[config.mk]
export PLATFORM = sky130hd
export DESIGN_NAME = vending_machine_mp
export DESIGN_NICKNAME = d
export VERILOG_FILES = /design/src/rtl/vending_machine_mp.sv
export SDC_FILE = /design/constraint.sdc
export NUM_CORES = 1
export LEC_CHECK = 0
export CAP_MARGIN = 10
export CORE_ASPECT_RATIO = 0.6
export CORE_MARGIN = 1.5
export CORE_UTILIZATION = 39
export CTS_CLUSTER_SIZE = 12
export DETAILED_ROUTE_END_ITERATION = 16
export PLACE_DENSITY = 0.66
export SYNTH_ARGS = -nofsm -noshare
export SYNTH_HDL_FRONTEND = slang
export SYNTH_SLANG_ARGS = --single-unit
[constraint.sdc]
create_clock -name clk -period 3 [get_ports clk]
set_clock_uncertainty 0.1 [all_clocks]
set_input_delay 0.6 -clock clk [delete_from_list [all_inputs] [get_ports clk]]
set_output_delay 0.6 -clock clk [all_outputs]
set_load 0.01 [all_outputs]
[src/rtl/vending_machine_mp.sv]
// rtl/vending_machine_mp.sv - multi-product vending controller with greedy 5/2/1 coin payout
module vending_machine_mp #(
  parameter int NUM_PRODUCTS = 4,
  parameter int CREDIT_W     = 8,
  parameter int MAX_CREDIT   = 50,
  parameter logic [CREDIT_W*NUM_PRODUCTS-1:0] PRICE_LIST = {8'd15, 8'd12, 8'd10, 8'd7},
  parameter int STOCK_W      = 4,
  parameter int STOCK_INIT   = 4,
  localparam int IDW = (NUM_PRODUCTS > 1) ? $clog2(NUM_PRODUCTS) : 1
) (
  input  logic                    clk,
  input  logic                    reset,
  input  logic [3:0]              coin,
  input  logic                    sel_valid,
  input  logic [IDW-1:0]          sel_id,
  input  logic                    cancel,
  input  logic                    restock,
  output logic                    product_valid,
  output logic [IDW-1:0]          product_id,
  output logic                    change_valid,
  output logic [2:0]              change_coin,
  output logic                    coin_reject,
  output logic                    err_funds,
  output logic                    err_soldout,
  output logic                    busy,
  output logic [CREDIT_W-1:0]     credit,
  output logic [NUM_PRODUCTS-1:0] sold_out
);

  localparam logic [0:0] S_IDLE   = 1'b0;
  localparam logic [0:0] S_CHANGE = 1'b1;

  logic [0:0]          r_state;
  logic [CREDIT_W-1:0] r_credit;
  logic [CREDIT_W-1:0] r_remain;
  logic [STOCK_W-1:0]  r_stock [NUM_PRODUCTS];
  logic                r_product_valid;
  logic [IDW-1:0]      r_product_id;
  logic                r_change_valid;
  logic [2:0]          r_change_coin;
  logic                r_coin_reject;
  logic                r_err_funds;
  logic                r_err_soldout;

  logic [CREDIT_W-1:0] w_price_tab [NUM_PRODUCTS];
  logic [CREDIT_W-1:0] w_coin_val;
  logic [CREDIT_W:0]   w_credit_sum;
  logic                w_coin_any;
  logic                w_coin_ok;
  logic                w_sel_in_range;
  logic [STOCK_W-1:0]  w_sel_stock;
  logic [CREDIT_W-1:0] w_sel_price;
  logic [2:0]          w_pay_coin;
  logic [CREDIT_W-1:0] w_pay_val;

  genvar g;
  generate
    for (g = 0; g < NUM_PRODUCTS; g++) begin : g_prod
      assign w_price_tab[g] = PRICE_LIST[CREDIT_W*g +: CREDIT_W];
      assign sold_out[g]    = (r_stock[g] == '0);
    end
  endgenerate

  // Any pattern other than a single set bit decodes to zero and is rejected.
  always_comb begin
    w_coin_val = '0;
    case (coin)
      4'b0001: w_coin_val = CREDIT_W'(1);
      4'b0010: w_coin_val = CREDIT_W'(2);
      4'b0100: w_coin_val = CREDIT_W'(5);
      4'b1000: w_coin_val = CREDIT_W'(10);
      default: w_coin_val = '0;
    endcase
  end

  assign w_coin_any     = |coin;
  assign w_credit_sum   = {1'b0, r_credit} + {1'b0, w_coin_val};
  assign w_coin_ok      = (w_coin_val != '0) && (w_credit_sum <= (CREDIT_W+1)'(MAX_CREDIT));
  assign w_sel_in_range = (32'(sel_id) < NUM_PRODUCTS);
  assign w_sel_stock    = w_sel_in_range ? r_stock[sel_id] : '0;
  assign w_sel_price    = w_sel_in_range ? w_price_tab[sel_id] : '0;

  always_comb begin
    w_pay_coin = 3'b001;
    w_pay_val  = CREDIT_W'(1);
    if (r_remain >= CREDIT_W'(5)) begin
      w_pay_coin = 3'b100;
      w_pay_val  = CREDIT_W'(5);
    end else if (r_remain >= CREDIT_W'(2)) begin
      w_pay_coin = 3'b010;
      w_pay_val  = CREDIT_W'(2);
    end
  end

  always_ff @(posedge clk or negedge reset) begin
    if (!reset) begin
      r_state         <= S_IDLE;
      r_credit        <= '0;
      r_remain        <= '0;
      r_product_valid <= 1'b0;
      r_product_id    <= '0;
      r_change_valid  <= 1'b0;
      r_change_coin   <= '0;
      r_coin_reject   <= 1'b0;
      r_err_funds     <= 1'b0;
      r_err_soldout   <= 1'b0;
      for (int i = 0; i < NUM_PRODUCTS; i++) r_stock[i] <= STOCK_W'(STOCK_INIT);
    end else begin
      r_product_valid <= 1'b0;
      r_product_id    <= '0;
      r_change_valid  <= 1'b0;
      r_change_coin   <= '0;
      r_coin_reject   <= 1'b0;
      r_err_funds     <= 1'b0;
      r_err_soldout   <= 1'b0;
      if (r_state == S_IDLE) begin
        if (cancel) begin
          r_coin_reject <= w_coin_any;
          if (r_credit != '0) begin
            r_remain <= r_credit;
            r_credit <= '0;
            r_state  <= S_CHANGE;
          end
        end else if (sel_valid) begin
          r_coin_reject <= w_coin_any;
          if (!w_sel_in_range || (w_sel_stock == '0)) begin
            r_err_soldout <= 1'b1;
          end else if (r_credit < w_sel_price) begin
            r_err_funds <= 1'b1;
          end else begin
            r_product_valid  <= 1'b1;
            r_product_id     <= sel_id;
            r_stock[sel_id]  <= w_sel_stock - STOCK_W'(1);
            r_credit         <= '0;
            r_remain         <= r_credit - w_sel_price;
            if (r_credit != w_sel_price) r_state <= S_CHANGE;
          end
        end else if (w_coin_any) begin
          if (w_coin_ok) r_credit <= w_credit_sum[CREDIT_W-1:0];
          else           r_coin_reject <= 1'b1;
        end else if (restock) begin
          for (int i = 0; i < NUM_PRODUCTS; i++) r_stock[i] <= STOCK_W'(STOCK_INIT);
        end
      end else begin
        // Leave CHANGE on the same edge that emits the final coin.
        r_change_valid <= 1'b1;
        r_change_coin  <= w_pay_coin;
        r_remain       <= r_remain - w_pay_val;
        r_coin_reject  <= w_coin_any;
        if (r_remain == w_pay_val) r_state <= S_IDLE;
      end
    end
  end

  assign product_valid = r_product_valid;
  assign product_id    = r_product_id;
  assign change_valid  = r_change_valid;
  assign change_coin   = r_change_coin;
  assign coin_reject   = r_coin_reject;
  assign err_funds     = r_err_funds;
  assign err_soldout   = r_err_soldout;
  assign busy          = (r_state == S_CHANGE);
  assign credit        = r_credit;

endmodule
==> qor.yml <==
pwr:
  p_sw_w: 0.000696
  power_density_nw_per_um2: 514
  p_leak_nw: 1.85
  internal-power_w: 0.00139
  switching_share_pct: 33.4
  peakVddDrop_mv: 0.197
  clkPwrFrac_pct: 25.2
  p_seq_share_pct: 36.8
  pwr-share-comb_pct: 38.0
critical_path:
  rr_worst_depth: 13
  cp_data_arrival_time_ns: 3.02
  rr_startpoint: "r_remain[4]$_DFFE_PN0P_"
  end_kind: "flip-flop"
  critPathLaunchType: "input port"
  cp.required_ns: 3.07
  path_class: "in -> reg"
  r2r_end: "r_remain[3]$_DFFE_PN0P_"
  reg2reg_slack_ns: 0.27
  path_max_fanout: 6
  crit_start: "coin[2]"
  endpoint: "credit[5]$_DFFE_PN0P_"
detailed_routing:
  vias_per_cell: 5.45
  drt-initial-drc-count: 107
  routed_wire_length_per_instance_um: 16.0
  vias: 2612
  drc: 0
  detail-route-antenna-nets: 0
  wl_um: 7640
  drt-pass1-iter-count: 4
final_layout:
  num_antenna_cells: 0
  area_delta_synth_final_pct: 40.4
  fin_nets: 417
  finalInstanceArea_sq_um: 4050
  drive_gt1_share_pct: 30.7
  post-route-util_pct: 56.1
sta:
  relSlewSlack_pct: 36.3
  layout_setup_ws_ns: 0.0543
  report.final.hold_viol_count: 0
  worst_pin_slew_ns: 0.956
  period_needed_ns: 2.95
  slew_viol_final: 0
  holdWs_ns: 0.352
  setup_viol: 0
  fin_crit_sh_pct: 98.2
  fmaxAchievable_mhz: 339
global_routing:
  antenna_found_initial: 0
  grt_max_degree: 44
  grt_overflow: 0
  grt_use_met2_pct: 29.1
  track_usage_pct: 20.4
  use_met1_pct: 30.3
  grt_pass1_wl_um: 12600
  grt_pass1_vias: 2569
  gr-usage-met3_pct: 6.03
  grt.busiest_layer: "met1"
placed_design:
  place_congestion: 0.868
  portBuffers: 33
  dpl.hpwl_um: 5750
  dpl_cell_area_sq_um: 3710
  preCtsSetupSlack_ns: -0.653
worst_hold_path:
  hold_path_class: "in -> async"
yosys:
  syn_area_sq_um: 2880
  yosysSeqAreaShare_pct: 37.5
  avgSynthCellArea_sq_um: 9.67
  syn_inst: 298
  synthArstFlopShare_pct: 100
  synth-main-ff-cell: "dfrtp_1"
  synth_edf_count: 0
  ys_ff_latch: 43
  synth_fp_nets: 328
  synth_cell_types: 53
  ys_warn_count: 0
floorplan:
  initial_core_util_pct: 40.0
  die_h_um: 69.6
  rows: 24
  die_w_um: 114
  pin_count: 34
  die_area_sq_um: 7930
  placeableCoreArea_sq_um: 7210
clocking:
  clk_latency_ns: 0.29
  clockRootBuffer: "clkbuf_16"
  clkSlewWorstSetupHoldPaths_ns: 0.05
  cts_tree: "done"
  htreeDepth: 2
  cts.sinks: 43
  clock_path_buffers: 2
  cts_buffers: 5
status:
  status: "completed"
job:
  cap_violations: 0
## power by group through the flow
stage	registers [W]	logic [W]	clock network, W
6_report	0.000766	0.000791	0.000525
5_1_grt	0.000780	0.000895	0.000558
4_1_cts	0.000762	0.000773	0.000544
3_5_place_dp	0.000771	0.000756	0
3_3_place_gp	0.000769	0.000734	0
2_1_floorplan	0.000751	0.000498	0
## metrics by stage
stage | total power (W) | TNS (ns) | std cells
finish | 0.00208 | 0 | 479
global route | 0.00223 | -0.150 | 479
CTS | 0.00208 | 0 | 476
detailed placement | 0.00153 | -17.34 | 467
global placement | 0.00150 | -15.87 | 467
floorplan | 0.00125 | -0.173 | 298
## placed cells by master, fill, tap and decap left out, types with 8 or more instances in the layout
cell type        instances
ha_1                    14
nand3_1                  9
dfrtp_1                 39
nor2_1                  24
xnor2_1                 15
a22o_1                  16
inv_1                   22
nand2_1                 20
a21oi_1                  8
clkdlybuf4s50_1         26
buf_4                   58
o21ai_0                  8
## cells in the mapped netlist, types with 2 or more instances
library cell | n | area, sq um
a211o_1 | 2 | 17.5
a211oi_1 | 3 | 22.5
a21o_1 | 2 | 15.0
a21oi_1 | 12 | 60.1
a222oi_1 | 2 | 20.0
a22o_1 | 16 | 140
a31oi_1 | 2 | 12.5
and2_1 | 6 | 37.5
buf_2 | 3 | 15.0
clkbuf_1 | 7 | 26.3
dfrtp_1 | 39 | 976
dfstp_2 | 4 | 105
fa_1 | 3 | 60.1
ha_1 | 16 | 200
inv_1 | 22 | 82.6
mux2_2 | 5 | 56.3
mux4_1 | 4 | 105
nand2_1 | 20 | 75.1
nand2b_1 | 7 | 43.8
nand3_1 | 10 | 50.1
nand4_1 | 3 | 18.8
nor2_1 | 25 | 93.8
nor2b_1 | 6 | 37.5
nor3_1 | 10 | 50.1
nor4_1 | 8 | 50.1
nor4b_1 | 5 | 43.8
o21ai_0 | 9 | 45.0
or2_2 | 2 | 12.5
or3_1 | 3 | 18.8
or4_1 | 2 | 15.0
xnor2_1 | 17 | 149
xor2_1 | 2 | 17.5
## cell families after synthesis
group / share of synthesized area, %
flops: 37.5
mux: 7.12
fa+ha+maj: 9.03
buf+inv: 4.91
compound gates: 15.5
xor+xnor: 5.78
simple gates: 20.2
## layout make-up
| type | count | area (sq um) |
|---|---|---|
| repair buffers | 93 | 764 |
| clock buffers | 7 | 133 |
| well taps | 91 | 114 |
| flip-flops and latches | 43 | 1080 |
| multi-input cells | 221 | 1860 |
| fillers | 641 | 3160 |
| clock inverters | 1 | 5.00 |
| inverters | 23 | 88.8 |
## flip-flops by register name, summed over array words and instances, names as in the netlist
name	flops
product_valid	1
change_valid	1
err_funds	1
err_soldout	1
r_remain	8
change_coin	3
credit	8
r_stock	16
coin_reject	1
product_id	2
busy	1
## critical path: stages
cell and delay [ns]:
clkbuf_4 0.15, xnor2_2 0.15, nor3_4 0.11, ha_2 0.20, inv_1 0.06, fa_2 0.36, buf_4 0.16, xnor2_4 0.14
nor3_2 0.17, mux2_4 0.20, nor2_1 0.04, a211o_1 0.33, a221o_1 0.32
## how the worst min path moves through the flow
stage | slack (ns) | cells past startpoint | end
finish | 0.35 | 1 | change_valid$_DFF_PN0_
global route | 0.45 | 1 | r_remain[7]$_DFFE_PN0P_
CTS | 0.40 | 1 | r_remain[7]$_DFFE_PN0P_
detailed placement | 0.41 | 1 | r_stock[0]$_DFFE_PN0P_
global placement | 0.41 | 1 | r_stock[13]$_DFFE_PN0P_
floorplan | 0.20 | 0 | busy$_DFF_PN0_
## what timing repair did
item / CTS / global route
gates resized for setup: 21 / 33
endpoints found under the setup margin: 33 / 16
setup buffers: 1 / 3
pin swaps: 6 / 8
gates cloned: 0 / 0
endpoints found under the hold margin: 0 / 0
hold buffers: 0 / 0
## metal layers
metal | share of wire [%] | up-vias
met2 | 43 | 65
li1 | - | 1254
met4 | 0.88 | 0
met5 | 0 | -
met1 | 50 | 1287
met3 | 6.1 | 6
No activity file was read; power rests on OpenSTA's default activity.
==> patch, RTL diff (same settings) <==
Change the parameter `CREDIT_W` from 8 to 10.
--- a/src/rtl/vending_machine_mp.sv
+++ b/src/rtl/vending_machine_mp.sv
@@ -3,3 +3,3 @@
   parameter int NUM_PRODUCTS = 4,
-  parameter int CREDIT_W     = 8,
+  parameter int CREDIT_W     = 10,
   parameter int MAX_CREDIT   = 50,
Interface: changed (resized credit); port bits go from 34 to 36. No check against the original RTL was run, so the function may have changed too.
==> patch against the unedited design <==
Cell area grew 13%. Wire length grew 17%. Combinational power grew 15%. Clock power grew 4%. Final cell count grew 14%. Worst setup slack gained 46 ps. Area after synthesis grew 14%. Total power grew 9.7%. Sequential cell count grew 4. Non-clock buffer count grew 16. Critical endpoint is now credit[1]$_DFFE_PN0P_.
==> patch: results (changes against the unedited design) <==
| Quantity | Reported | Unit | Change |
| --- | --- | --- | --- |
| Result of the run | complete, no violations | - |  |
| DRT Pass-1 Iters | 5 | - | +1 |
| Global-route usage over all layers | 21.3 | % | +0.89 points |
| Net count of the mapped netlist | 367 | - | +12% |
| Rel. slew slack | 66.7 | % | +30 points |
| Area contributors post-synth | sky130_fd_sc_hd__dfrtp_1 33%, sky130_fd_sc_hd__ha_1 6.9%, sky130_fd_sc_hd__mux2i_1 5.5%, sky130_fd_sc_hd__xnor2_1 3.5%, sky130_fd_sc_hd__nand2_1 3.3% | - |  |
| Port buffer count | 35 | - | +6.1% |
| Dominant synthesized flop cell | sky130_fd_sc_hd__dfrtp_1 | - |  |
| Number of distinct library cells after synthesis | 65 | - | +23% |
| Wire length of the first global-routing pass | 14700 | um | +16% |
| VDD IR max | 0.231 | mV | +17% |
| Maximum single-stage delay on the critical path | 450 | ps | +90 ps |
| Largest net degree at the start of global routing | 33 | - | -25% |
| Detail-routed net length per standard cell | 16.3 | um | +2.3% |
| Post-layout net count | 470 | - | +13% |
| Placer Congestion | 0.913 | - | +5.2% |
| Proportion of synthesized chip area in sequential cells | 35.9 | % | -1.6 points |
| Detailed placer's ending HPWL | 6800 | um | +18% |
| Fraction of layout cells with a size suffix above 1 | 30.1 | % | -0.60 points |
| Static power due to leakage | 2.09 | nW | +13% |
| Filler instances | 723 | - | +13% |
| Vias in the first global route | 2865 | - | +12% |
| WL final | 8930 | um | +17% |
| Synthesized instance count | 335 | - | +12% |
| Place WS | -559 | ps | +94.7 ps |
| Placed cell count | 530 | - | +13% |
| Worst-path clk slew | 70 | ps | +20 ps |
| DRT iter0 DRCs | 174 | - | +63% |
| Mean number of vias per cell | 5.41 | - | -0.70% |
| Synth cell count leaders | 43 x sky130_fd_sc_hd__dfrtp_1, 29 x sky130_fd_sc_hd__nand2_1, 27 x sky130_fd_sc_hd__nor2_1 | - |  |
| Peak fanout along the critical path | 8 | - | +2 |
| Data arrival, critical path | 2970 | ps | -50 ps |
[patch: cell count changes after synthesis, sizes merged, moves of 5 or more]
cell,before,now
o21ai,9,15
nand2,20,30
a221oi,1,6
xor2,2,10
inv,23,15
a22o,16,4
and2,6,11
mux2i,1,18
[patch: layout make-up]
| type | count | area share (%) |
|---|---|---|
| clock buffer | 7 | 2.89 |
| clock inverter | 1 | 0.109 |
| inverter | 15 | 1.23 |
| multi-input combinational | 260 | 47.1 |
| sequential | 47 | 25.8 |
| tap | 108 | 2.95 |
| timing repair buffer | 109 | 20.0 |
[patch: layer usage]
metal | global-route usage (%) | wire length, um
met3 | 4.52 | 538
met1 | 30.8 | 4380
met2 | 33.3 | 3940
met4 | 4.31 | 68
met5 | 0 | 0
[patch: final timing paths]
path	from	end	slack, ps
setup reg to reg	r_remain[3]$_DFFE_PN0P_	r_remain[8]$_DFFE_PN0P_	260
min in group clk	r_stock[0]$_DFFE_PN0P_	r_stock[0]$_DFFE_PN0P_	440
max in group asynchronous	reset	r_stock[14]$_DFFE_PN1P_	1900
hold reg to reg	r_stock[0]$_DFFE_PN0P_	r_stock[0]$_DFFE_PN0P_	440
setup / recovery	coin[0]	credit[1]$_DFFE_PN0P_	100
hold / removal	reset	r_remain[7]$_DFFE_PN0P_	110
[patch: logic make-up after synthesis]
logic type | share of synthesized area, %
and+or+nand+nor | 19.5
xor gates and xnor gates | 6.13
muxes | 9.25
adders and majority gates | 8.68
DFF | 35.9
AOI/OAI and AO/OA | 16.7
buffers and inverters | 3.73
[patch: stage by stage]
step           total power [mW]  area [sq um]  util (%)
2_1_floorplan              1.37          3340         -
3_3_place_gp               1.66          4230      52.9
3_5_place_dp               1.67          4230      52.9
4_1_cts                    2.25          4480      56.0
5_1_grt                    2.44          4580      57.2
6_report                   2.28          4580      57.2
[patch: worst register-to-register path: cells and delay by family, from the launching register on]
kind                       cells  cell delay [ps]
xor gates and xnor gates       1              100
adders and majority gates      2              540
buffers and inverters          2              230
DFF                            1              380
AOI/OAI and AO/OA              3              610
and+or+nand+nor                5              660
[patch: power breakdown]
group | switching [mW] | total (mW) | internal (mW)
clock network | 0.235 | 0.544 | 0.309
logic | 0.433 | 0.910 | 0.477
registers | 0.106 | 0.830 | 0.723
total | 0.775 | 2.28 | 1.51
[patch: timing repair]
item,in CTS,in global routing
hold endpoints to repair,0,0
setup buffers,6,3
pin swaps,10,14
gates resized for setup,25,30
setup endpoints to repair,40,23
hold buffers,0,0
